$ cat config.mk
export PLATFORM = sky130hd
export DESIGN_NAME = amr_pingpong_ctrl
export DESIGN_NICKNAME = d
export VERILOG_FILES = /design/src/rtl/amr_pingpong_ctrl.sv
export SDC_FILE = /design/constraint.sdc
export NUM_CORES = 1
export LEC_CHECK = 0
export CORE_MARGIN = 4
export CORE_UTILIZATION = 45
export DETAILED_ROUTE_END_ITERATION = 6
export PLACE_DENSITY = 0.68
export SLEW_MARGIN = 10
export SYNTH_ARGS = -nofsm -noshare
export SYNTH_HDL_FRONTEND = slang
export SYNTH_SLANG_ARGS = --single-unit
$ cat constraint.sdc
create_clock -name clk -period 2.2 [get_ports clk]
set_input_delay 0.44 -clock clk [delete_from_list [all_inputs] [get_ports clk]]
set_output_delay 0.44 -clock clk [all_outputs]
set_load 0.05 [all_outputs]
$ cat src/rtl/amr_pingpong_ctrl.sv
`default_nettype none
// ============================================================================
// Module   : amr_pingpong_ctrl
// Brief    : Ping-pong fill/drain sequencer for the banked AMR feature RAM.
//            Port A fills one buffer while port B streams a tile out of the other.
// Revision : 1.0 - initial release
// ============================================================================
module amr_pingpong_ctrl #(
    parameter int ADDR_W     = 10,
    parameter int TILE_WORDS = 512
) (
    input  logic              clk,
    input  logic              rst,
    input  logic              flush,
    input  logic              in_valid,
    output logic              in_ready,
    input  logic              rd_en,
    output logic              ena,
    output logic              wea,
    output logic [ADDR_W-1:0] addra,
    output logic              enb,
    output logic              web,
    output logic [ADDR_W-1:0] addrb,
    output logic              out_valid,
    output logic              out_last,
    output logic [1:0]        buf_full
);

    localparam int                 c_CNT_W = ADDR_W - 1;
    localparam logic [c_CNT_W-1:0] c_LAST  = c_CNT_W'(TILE_WORDS - 1);
    localparam logic [c_CNT_W-1:0] c_ONE   = c_CNT_W'(1);

    localparam logic [1:0] c_R_IDLE  = 2'd0;
    localparam logic [1:0] c_R_READ  = 2'd1;
    localparam logic [1:0] c_R_DRAIN = 2'd2;

    logic [1:0]         r_state;
    logic               r_wbuf;
    logic               r_rbuf;
    logic [c_CNT_W-1:0] r_wcnt;
    logic [c_CNT_W-1:0] r_rcnt;
    logic [1:0]         r_full;
    logic               r_ena;
    logic [ADDR_W-1:0]  r_addra;
    logic               r_enb;
    logic [ADDR_W-1:0]  r_addrb;
    logic               r_last_iss;
    logic               r_out_valid;
    logic               r_out_last;

    logic               w_accept;
    logic               w_wr_done;
    logic               w_rd_release;
    logic [1:0]         w_full_nxt;

    // rst is folded in so in_ready reads 0 while reset is held
    assign in_ready     = rst & ~r_full[r_wbuf] & ~flush;
    assign w_accept     = in_valid & in_ready;
    assign w_wr_done    = w_accept && (r_wcnt == c_LAST);
    assign w_rd_release = (r_state == c_R_DRAIN);

    // Set and release always target different buffers, so both may apply at once
    always_comb begin
        w_full_nxt = r_full;
        if (w_wr_done) begin
            w_full_nxt[r_wbuf] = 1'b1;
        end
        if (w_rd_release) begin
            w_full_nxt[r_rbuf] = 1'b0;
        end
    end

    always_ff @(posedge clk or negedge rst) begin
        if (!rst) begin
            r_wbuf  <= 1'b0;
            r_wcnt  <= '0;
            r_ena   <= 1'b0;
            r_addra <= '0;
            r_full  <= 2'b00;
        end else if (flush) begin
            r_wbuf  <= 1'b0;
            r_wcnt  <= '0;
            r_ena   <= 1'b0;
            r_addra <= '0;
            r_full  <= 2'b00;
        end else begin
            r_ena  <= w_accept;
            r_full <= w_full_nxt;
            if (w_accept) begin
                r_addra <= {r_wbuf, r_wcnt};
                if (w_wr_done) begin
                    r_wcnt <= '0;
                    r_wbuf <= ~r_wbuf;
                end else begin
                    r_wcnt <= r_wcnt + c_ONE;
                end
            end
        end
    end

    always_ff @(posedge clk or negedge rst) begin
        if (!rst) begin
            r_state     <= c_R_IDLE;
            r_rbuf      <= 1'b0;
            r_rcnt      <= '0;
            r_enb       <= 1'b0;
            r_addrb     <= '0;
            r_last_iss  <= 1'b0;
            r_out_valid <= 1'b0;
            r_out_last  <= 1'b0;
        end else if (flush) begin
            r_state     <= c_R_IDLE;
            r_rbuf      <= 1'b0;
            r_rcnt      <= '0;
            r_enb       <= 1'b0;
            r_addrb     <= '0;
            r_last_iss  <= 1'b0;
            r_out_valid <= 1'b0;
            r_out_last  <= 1'b0;
        end else begin
            // One-cycle RAM read latency: data qualifiers trail the issue by one edge
            r_out_valid <= r_enb;
            r_out_last  <= r_enb & r_last_iss;
            case (r_state)
                c_R_IDLE: begin
                    r_enb      <= 1'b0;
                    r_last_iss <= 1'b0;
                    if (r_full[r_rbuf] && rd_en) begin
                        r_rcnt  <= '0;
                        r_state <= c_R_READ;
                    end
                end
                c_R_READ: begin
                    r_enb      <= 1'b1;
                    r_addrb    <= {r_rbuf, r_rcnt};
                    r_last_iss <= (r_rcnt == c_LAST);
                    r_rcnt     <= r_rcnt + c_ONE;
                    if (r_rcnt == c_LAST) begin
                        r_state <= c_R_DRAIN;
                    end
                end
                c_R_DRAIN: begin
                    r_enb      <= 1'b0;
                    r_last_iss <= 1'b0;
                    r_rbuf     <= ~r_rbuf;
                    r_state    <= c_R_IDLE;
                end
                default: begin
                    r_enb      <= 1'b0;
                    r_last_iss <= 1'b0;
                    r_state    <= c_R_IDLE;
                end
            endcase
        end
    end

    assign ena       = r_ena;
    assign wea       = r_ena;
    assign addra     = r_addra;
    assign enb       = r_enb;
    assign web       = 1'b0;
    assign addrb     = r_addrb;
    assign out_valid = r_out_valid;
    assign out_last  = r_out_last;
    assign buf_full  = r_full;

endmodule
`default_nettype wire
==> impl_metrics.prom, run 1 <==
# TYPE chip_impl_metric gauge
chip_impl_info{name="outcome",value="finished, final reports clean"} 1
chip_impl_metric{name="vertical_extent_of_the_die",unit="um"} 79.5
chip_impl_metric{name="route.detailed.drc",unit=""} 0
chip_impl_metric{name="worst_slew_margin_rel",unit=""} 0.655
chip_impl_metric{name="post_cts_hold_buffer_count",unit=""} 0
chip_impl_metric{name="cts.clk_slew.worst_paths",unit="ns"} 0.09
chip_impl_metric{name="cell_area_after_placement",unit="sq mm"} 0.00270
chip_impl_metric{name="vias",unit=""} 1840
chip_impl_metric{name="route.detailed.wl_per_inst",unit="um"} 13.7
chip_impl_metric{name="report.final.slew_viol_count",unit=""} 0
chip_impl_info{name="worstReg2RegStart",value="r_wcnt[0]$_DFFE_PN0P_"} 1
chip_impl_info{name="synth.area.top_cells",value="sky130_fd_sc_hd__dfrtp_1 (53%), sky130_fd_sc_hd__nand2_1 (8.5%), sky130_fd_sc_hd__a21oi_1 (5.9%)"} 1
chip_impl_info{name="worstReg2RegEnd",value="r_wcnt[7]$_DFFE_PN0P_"} 1
chip_impl_info{name="cp_top_family",value="simple AND/OR/NAND/NOR gates"} 1
chip_impl_info{name="timing.critical_path.cells",value="ha_1, nand3_1, nor2_1, ha_1, or4_1, a31oi_1"} 1
chip_impl_metric{name="place.port_buffers",unit=""} 32
chip_impl_metric{name="die_w",unit="um"} 79.5
chip_impl_metric{name="initial_core_util",unit=""} 0.475
chip_impl_metric{name="antenna_cells_inserted",unit=""} 0
chip_impl_metric{name="cp_max_fo",unit=""} 18
chip_impl_info{name="path_common_cell",value="sky130_fd_sc_hd__ha_1"} 1
chip_impl_info{name="setup.worst_path.end_class",value="flip-flop"} 1
chip_impl_metric{name="finalSetupViolCount",unit=""} 0
chip_impl_metric{name="finish.instance_area",unit="sq mm"} 0.00283
chip_impl_metric{name="power.density_cell_area",unit="mW/mm^2"} 616
chip_impl_metric{name="synthDominantCellAreaShare",unit=""} 0.533
chip_impl_metric{name="detail_route.wirelength",unit="um"} 4720
chip_impl_metric{name="grt_pass1_wl",unit="um"} 8070
chip_impl_metric{name="cts_resized",unit=""} 0
chip_impl_metric{name="yosys_warnings",unit=""} 0
chip_impl_metric{name="depth_of_the_most_critical_reg_to_reg_path",unit=""} 6
chip_impl_metric{name="worst-slew-pin-transition",unit="ns"} 0.518
chip_impl_metric{name="maxCapViolCount",unit=""} 0
chip_impl_metric{name="post-place-cells",unit=""} 337
chip_impl_info{name="synth_top_cell_by_area",value="sky130_fd_sc_hd__dfrtp_1"} 1
chip_impl_metric{name="worst-r2r-setup-slack",unit="ns"} 0.15
chip_impl_metric{name="synth.cell_area",unit="sq mm"} 0.00230
chip_impl_metric{name="synth-async-reset-ratio",unit=""} 1.00
chip_impl_metric{name="post_drt_via_cell_ratio",unit=""} 5.33
chip_impl_metric{name="timing.final.ws_setup",unit="ns"} 0.148
chip_impl_info{name="timing.critical_path.slowest_stage_cell",value="sky130_fd_sc_hd__or4_1"} 1
chip_impl_metric{name="final.period_utilization",unit=""} 0.933
chip_impl_metric{name="syn-num-nets",unit=""} 252
chip_impl_metric{name="hold_viol_final",unit=""} 0
chip_impl_info{name="cts_root_buffer",value="sky130_fd_sc_hd__clkbuf_8"} 1
chip_impl_metric{name="synth.avg_cell_area",unit="sq um"} 9.47
chip_impl_metric{name="deepest_level_of_the_cts_h_tree",unit=""} 2
chip_impl_metric{name="placement_rows",unit=""} 25
chip_impl_metric{name="grt_antenna_before_repair",unit=""} 0
chip_impl_metric{name="sum_of_negative_setup_slack",unit="ns"} 0
chip_impl_metric{name="grt_start_max_net_pins",unit=""} 40
chip_impl_metric{name="cts_buffers",unit=""} 5
chip_impl_metric{name="dp.final_hpwl",unit="um"} 3210
chip_impl_metric{name="grt_pass1_vias",unit=""} 1687
chip_impl_metric{name="clock_skew",unit="ns"} 0.00588
chip_impl_metric{name="min_period",unit="ns"} 2.05
chip_impl_metric{name="drt_pass1_iterations",unit=""} 4
chip_impl_metric{name="maxClockFrequency",unit="MHz"} 487
chip_impl_metric{name="final_net_count",unit=""} 286
chip_impl_metric{name="post_route_cells_drive_above_1_share",unit=""} 0.101
chip_impl_metric{name="synth_edf_count",unit=""} 0
chip_impl_metric{name="synth.distinct_cells",unit=""} 41
chip_impl_metric{name="timing.critical_path.arrival",unit="ns"} 2.27
chip_impl_metric{name="die_area",unit="sq mm"} 0.00632
chip_impl_metric{name="ys_seq_area_frac",unit=""} 0.533
chip_impl_metric{name="globalRoute.totalOverflow",unit=""} 0
chip_impl_metric{name="syn-instance-count",unit=""} 243
chip_impl_metric{name="crit_required",unit="ns"} 2.42
chip_impl_metric{name="drt_first_iter_violations",unit=""} 174
chip_impl_metric{name="cp_num_buf_inv",unit=""} 0
chip_impl_metric{name="global_route.usage.total",unit=""} 0.162
chip_impl_info{name="crit_type",value="flip-flop to flip-flop"} 1
chip_impl_metric{name="leakagePower",unit="nW"} 1.17
chip_impl_metric{name="cts_setup_buffers",unit=""} 0
chip_impl_metric{name="core",unit="sq mm"} 0.00485
chip_impl_metric{name="finalCoreUtilization",unit=""} 0.585
chip_impl_info{name="dominantRegCellSynth",value="sky130_fd_sc_hd__dfrtp_1"} 1
chip_impl_metric{name="postRouteAntennaNets",unit=""} 0
chip_impl_metric{name="synth_seq_cells",unit=""} 49
chip_impl_metric{name="place_ws",unit="ns"} 0.166
chip_impl_metric{name="cts_buffer_depth",unit=""} 2
chip_impl_info{name="kind_of_launch_point_of_the_worst_setup_path",value="flip-flop"} 1
chip_impl_info{name="min_path_type",value="input port to async pin"} 1
chip_impl_metric{name="place_congestion",unit=""} 0.845
chip_impl_metric{name="area_grow_syn2layout",unit="%"} 23.2
chip_impl_info{name="unrepaired_setup_endpoints_after_global_routing",value="no"} 1
chip_impl_metric{name="final_cells",unit=""} 345
chip_impl_info{name="cts_tree",value="done"} 1
chip_impl_metric{name="vdd.ir_drop.worst",unit="mV"} 0.299
chip_impl_metric{name="num_io_pins",unit=""} 34
chip_impl_metric{name="slowest_delay",unit="ns"} 0.57
chip_impl_metric{name="clock_insertion_delay_worst_skew",unit="ns"} 0.29
chip_impl_metric{name="numClockSinks",unit=""} 49
sequential cells by signal (all words and copies together) (netlist names):
signal and flops:
addra 10, addrb 10, r_rcnt 9, r_wcnt 9
buf_full 2, r_state 2, ena 1, enb 1
out_last 1, out_valid 1, r_last_iss 1, r_rbuf 1
r_wbuf 1
placed cells by master (no fill, tap or decap), types with 2 or more instances in the layout:
cell type,synthesis,final
sky130_fd_sc_hd__or4_1,5,5
sky130_fd_sc_hd__nand2_1,52,52
sky130_fd_sc_hd__clkbuf_8,0,5
sky130_fd_sc_hd__clkdlybuf4s50_1,0,30
sky130_fd_sc_hd__a211oi_1,2,2
sky130_fd_sc_hd__mux2_2,2,2
sky130_fd_sc_hd__a21oi_1,27,27
sky130_fd_sc_hd__and3_1,2,2
sky130_fd_sc_hd__dfrtp_1,49,49
sky130_fd_sc_hd__nand3b_1,5,5
sky130_fd_sc_hd__nand4b_1,3,3
sky130_fd_sc_hd__a31oi_1,7,7
sky130_fd_sc_hd__nand3_1,8,8
sky130_fd_sc_hd__o21ai_0,6,6
sky130_fd_sc_hd__a22oi_1,4,4
sky130_fd_sc_hd__bufinv_16,0,2
sky130_fd_sc_hd__inv_1,4,4
sky130_fd_sc_hd__nor2_1,19,19
sky130_fd_sc_hd__and2_1,6,6
sky130_fd_sc_hd__buf_4,3,10
sky130_fd_sc_hd__ha_1,4,4
sky130_fd_sc_hd__nor2b_1,3,3
sky130_fd_sc_hd__xnor2_1,2,2
cell families after synthesis:
| family | share of synthesized area |
|---|---|
| other cells | 0.00163 |
| fa+ha+maj | 0.0218 |
| mux | 0.0223 |
| xor+xnor | 0.00761 |
| simple gates | 0.238 |
| buf+inv | 0.0348 |
| flops | 0.533 |
| compound gates | 0.141 |
power breakdown:
part           switching, mW  leakage, nW  total [mW]  internal, mW
clock                  0.297       0.0681       0.748         0.452
combinational         0.0661        0.414      0.0913        0.0252
sequential           0.00275        0.684       0.906         0.903
layer usage:
layer	track usage	vias up	part of all wire
met5	0	-	0
met4	0.0739	0	0.019
met3	0.0248	7	0.049
met2	0.228	59	0.43
met1	0.244	868	0.50
li1	-	906	-
synthesized netlist by cell type (2+ instances only):
master	number
sky130_fd_sc_hd__buf_4	3
sky130_fd_sc_hd__clkbuf_1	10
sky130_fd_sc_hd__or4_1	5
sky130_fd_sc_hd__nand3_1	8
sky130_fd_sc_hd__a21oi_1	27
sky130_fd_sc_hd__nand2_1	52
sky130_fd_sc_hd__xnor2_1	2
sky130_fd_sc_hd__inv_1	4
sky130_fd_sc_hd__a22oi_1	4
sky130_fd_sc_hd__dfrtp_1	49
sky130_fd_sc_hd__and2_1	6
sky130_fd_sc_hd__a211oi_1	2
sky130_fd_sc_hd__nand3b_1	5
sky130_fd_sc_hd__and3_1	2
sky130_fd_sc_hd__nor2_1	19
sky130_fd_sc_hd__a31oi_1	7
sky130_fd_sc_hd__mux2_2	2
sky130_fd_sc_hd__nor2b_1	3
sky130_fd_sc_hd__ha_1	4
sky130_fd_sc_hd__o21ai_0	6
sky130_fd_sc_hd__nand4b_1	3
layout make-up:
cell class              count  area, sq um
multi-input cells         176          995
clock inverters             3         65.1
clock buffers               5         68.8
flip-flops and latches     49         1230
inverters                   4         15.0
fillers                   436         2010
repair buffers             41          380
well taps                  67         83.8
how the worst max path moves through the flow:
stage,start,end,depth (start not counted)
floorplan,buf_full[1]$_DFF_PN0_,in_ready,3
global placement,in_valid,r_wcnt[2]$_DFFE_PN0P_,5
detailed placement,in_valid,r_wcnt[7]$_DFFE_PN0P_,5
CTS,r_wcnt[0]$_DFFE_PN0P_,r_wcnt[7]$_DFFE_PN0P_,6
global route,r_wcnt[0]$_DFFE_PN0P_,r_wcnt[7]$_DFFE_PN0P_,6
finish,r_wcnt[0]$_DFFE_PN0P_,r_wcnt[7]$_DFFE_PN0P_,6
stage by stage:
stage | hold slack (ns) | power [mW]
after detailed placement | 0.445 | 1.02
after floorplan | 0.144 | 0.970
final | 0.122 | 1.75
after global placement | 0.438 | 1.02
after global routing | 0.116 | 1.82
after CTS | 0.118 | 1.77
(Power assumes the default switching activity.)
==> inputs of run 2 (changes only) <==
==> constraint.sdc (replaced) <==
create_clock -name clk -period 1.9 [get_ports clk]
set_input_delay 0.38 -clock clk [delete_from_list [all_inputs] [get_ports clk]]
set_output_delay 0.38 -clock clk [all_outputs]
set_load 0.05 [all_outputs]
==> impl_metrics.prom, run 2 (synthesis results as in run 1) <==
# TYPE chip_impl_metric gauge
chip_impl_metric{name="core",unit="sq mm"} 0.00485
chip_impl_metric{name="initial_core_util",unit=""} 0.475
chip_impl_metric{name="route.detailed.wl_per_inst",unit="um"} 13.7
chip_impl_info{name="kind_of_launch_point_of_the_worst_setup_path",value="flip-flop"} 1
chip_impl_info{name="min_path_type",value="input port to async pin"} 1
chip_impl_info{name="mostFrequentLayoutCell",value="sky130_fd_sc_hd__nand2_1"} 1
chip_impl_info{name="commonest_cells_after_routing_fill_and_taps_aside",value="sky130_fd_sc_hd__nand2_1 (52), sky130_fd_sc_hd__dfrtp_1 (48), sky130_fd_sc_hd__buf_4 (32), sky130_fd_sc_hd__a21oi_1 (27), sky130_fd_sc_hd__nor2_1 (18)"} 1
chip_impl_metric{name="post_route_cells_drive_above_1_share",unit=""} 0.190
chip_impl_metric{name="post-place-cells",unit=""} 349
chip_impl_metric{name="clock_insertion_delay_worst_skew",unit="ns"} 0.30
chip_impl_metric{name="cts_buffer_depth",unit=""} 2
chip_impl_metric{name="share_seq_of_total_power",unit=""} 0.592
chip_impl_metric{name="crit_required",unit="ns"} 1.52
chip_impl_info{name="unrepaired_setup_endpoints_after_global_routing",value="no"} 1
chip_impl_metric{name="postRouteAntennaNets",unit=""} 0
chip_impl_metric{name="worst_slew_margin_rel",unit=""} 0.666
chip_impl_metric{name="grt_antenna_before_repair",unit=""} 0
chip_impl_metric{name="cp_num_buf_inv",unit=""} 1
chip_impl_metric{name="vertical_extent_of_the_die",unit="um"} 79.5
chip_impl_metric{name="final.period_utilization",unit=""} 0.974
chip_impl_metric{name="cell_internal_pwr",unit="mW"} 1.34
chip_impl_metric{name="cts_buffers",unit=""} 5
chip_impl_metric{name="die_area",unit="sq mm"} 0.00632
chip_impl_metric{name="report.final.slew_viol_count",unit=""} 0
chip_impl_metric{name="leakagePower",unit="nW"} 1.27
chip_impl_metric{name="placement_rows",unit=""} 25
chip_impl_metric{name="clock_power_share",unit=""} 0.341
chip_impl_info{name="timing.critical_path.cells",value="clkdlybuf4s50_1"} 1
chip_impl_metric{name="dp.final_hpwl",unit="um"} 3440
chip_impl_metric{name="maxClockFrequency",unit="MHz"} 541
chip_impl_info{name="cts_tree",value="done"} 1
chip_impl_metric{name="cts.clk_slew.worst_paths",unit="ns"} 0.09
chip_impl_metric{name="global_route.usage.total",unit=""} 0.169
chip_impl_metric{name="power.combinational.fraction",unit=""} 0.068
chip_impl_metric{name="power.density_cell_area",unit="mW/mm^2"} 612
chip_impl_metric{name="sum_of_negative_setup_slack",unit="ns"} 0
chip_impl_info{name="cp_top_family",value="buffers and inverters"} 1
chip_impl_metric{name="maxCapViolCount",unit=""} 0
chip_impl_metric{name="final_net_count",unit=""} 298
chip_impl_metric{name="filler_cell_count",unit=""} 444
chip_impl_metric{name="final_cells",unit=""} 357
chip_impl_info{name="crit_type",value="flip-flop to output pin"} 1
chip_impl_metric{name="vdd.ir_drop.worst",unit="mV"} 0.271
chip_impl_metric{name="timing.final.ws_setup",unit="ns"} 0.0502
chip_impl_metric{name="num_io_pins",unit=""} 34
chip_impl_metric{name="finalSetupViolCount",unit=""} 0
chip_impl_metric{name="drt_first_iter_violations",unit=""} 62
chip_impl_metric{name="vias",unit=""} 1867
chip_impl_metric{name="post_drt_via_cell_ratio",unit=""} 5.23
chip_impl_info{name="cts_root_buffer",value="sky130_fd_sc_hd__clkbuf_8"} 1
chip_impl_metric{name="drt_pass1_iterations",unit=""} 4
chip_impl_info{name="outcome",value="finished, final reports clean"} 1
chip_impl_metric{name="min_period",unit="ns"} 1.85
chip_impl_metric{name="worst-slew-pin-transition",unit="ns"} 0.499
chip_impl_metric{name="area_grow_syn2layout",unit="%"} 25.7
chip_impl_metric{name="place_ws",unit="ns"} 0.0211
chip_impl_info{name="timing.critical_path.slowest_stage_cell",value="sky130_fd_sc_hd__clkdlybuf4s50_1"} 1
chip_impl_metric{name="detail_route.wirelength",unit="um"} 4880
chip_impl_metric{name="power.net_switching",unit="mW"} 0.429
chip_impl_metric{name="deepest_level_of_the_cts_h_tree",unit=""} 2
chip_impl_metric{name="numClockSinks",unit=""} 49
chip_impl_metric{name="globalRoute.totalOverflow",unit=""} 0
chip_impl_metric{name="cp_max_fo",unit=""} 2
chip_impl_metric{name="route.detailed.drc",unit=""} 0
chip_impl_metric{name="hold_viol_final",unit=""} 0
chip_impl_metric{name="timing.critical_path.arrival",unit="ns"} 1.47
chip_impl_metric{name="clock_skew",unit="ns"} 0.00560
chip_impl_metric{name="grt_start_max_net_pins",unit=""} 32
chip_impl_metric{name="grt_pass1_wl",unit="um"} 8390
chip_impl_metric{name="die_w",unit="um"} 79.5
chip_impl_metric{name="cts_setup_buffers",unit=""} 0
chip_impl_metric{name="place_congestion",unit=""} 0.812
chip_impl_metric{name="grt_pass1_vias",unit=""} 1786
chip_impl_metric{name="slowest_delay",unit="ns"} 0.81
chip_impl_info{name="setup.worst_path.end_class",value="output pin"} 1
chip_impl_metric{name="place.port_buffers",unit=""} 32
chip_impl_metric{name="report.power.total",unit="mW"} 1.77
chip_impl_metric{name="netSwitchingFraction",unit=""} 0.243
chip_impl_metric{name="antenna_cells_inserted",unit=""} 0
run 2: cell count changes in the layout (fill, tap and decap cells not counted), sizes merged:
cell,change
bufinv,-2
buf,+24
clkdlybuf4s50,-14
dlymetal6s2s,+2
clkinv,+1
clkinvlp,+1
run 2: power groups by stage:
stage | clock network [mW] | logic, mW | registers, mW
floorplan | 0 | 0.0488 | 1.07
global placement | 0 | 0.122 | 1.07
detailed placement | 0 | 0.123 | 1.07
CTS | 0.620 | 0.123 | 1.05
global route | 0.671 | 0.133 | 1.05
finish | 0.603 | 0.120 | 1.05
run 2: metrics by stage:
stage / area (sq um) / utilization / hold WS (ns)
4_1_cts: 2870 / 0.593 / 0.0912
3_5_place_dp: 2790 / 0.575 / 0.427
2_1_floorplan: 2300 / - / 0.0844
5_1_grt: 2890 / 0.596 / 0.103
3_3_place_gp: 2790 / 0.575 / 0.425
6_report: 2890 / 0.596 / 0.0799
run 2: path summary, 6_finish.rpt:
path	cells past startpoint	from	end	slack (ns)
hold / removal	2	rst	addra[9]$_DFFE_PN0P_	0.08
hold reg to reg	1	r_last_iss$_DFF_PN0_	out_last$_DFF_PN0_	0.50
setup / recovery	1	enb$_DFF_PN0_	enb	0.05
min in group clk	1	r_last_iss$_DFF_PN0_	out_last$_DFF_PN0_	0.50
max in group asynchronous	2	rst	r_wcnt[5]$_DFFE_PN0P_	1.48
setup reg to reg	6	r_wcnt[1]$_DFFE_PN0P_	r_wcnt[5]$_DFFE_PN0P_	0.15
run 2: timing repair:
item,in CTS,in global routing
setup endpoints to repair,0,12
hold buffers,0,0
resized for setup,0,5
run 2: area by class of cell:
cell class / instances / area, sq um / area share
Clock inverter: 3 / 17.5 / 0.00606
Sequential cell: 49 / 1230 / 0.424
Multi-Input combinational cell: 176 / 1010 / 0.349
Timing Repair Buffer: 53 / 470 / 0.163
Tap cell: 67 / 83.8 / 0.0290
Inverter: 4 / 15.0 / 0.00519
Clock buffer: 5 / 68.8 / 0.0238
run 2: routing by layer:
metal,vias up,global-route usage,share of wire
li1,933,-,-
met4,0,0.0636,0.016
met1,889,0.239,0.50
met3,8,0.0372,0.037
met5,-,0,0
met2,37,0.252,0.45
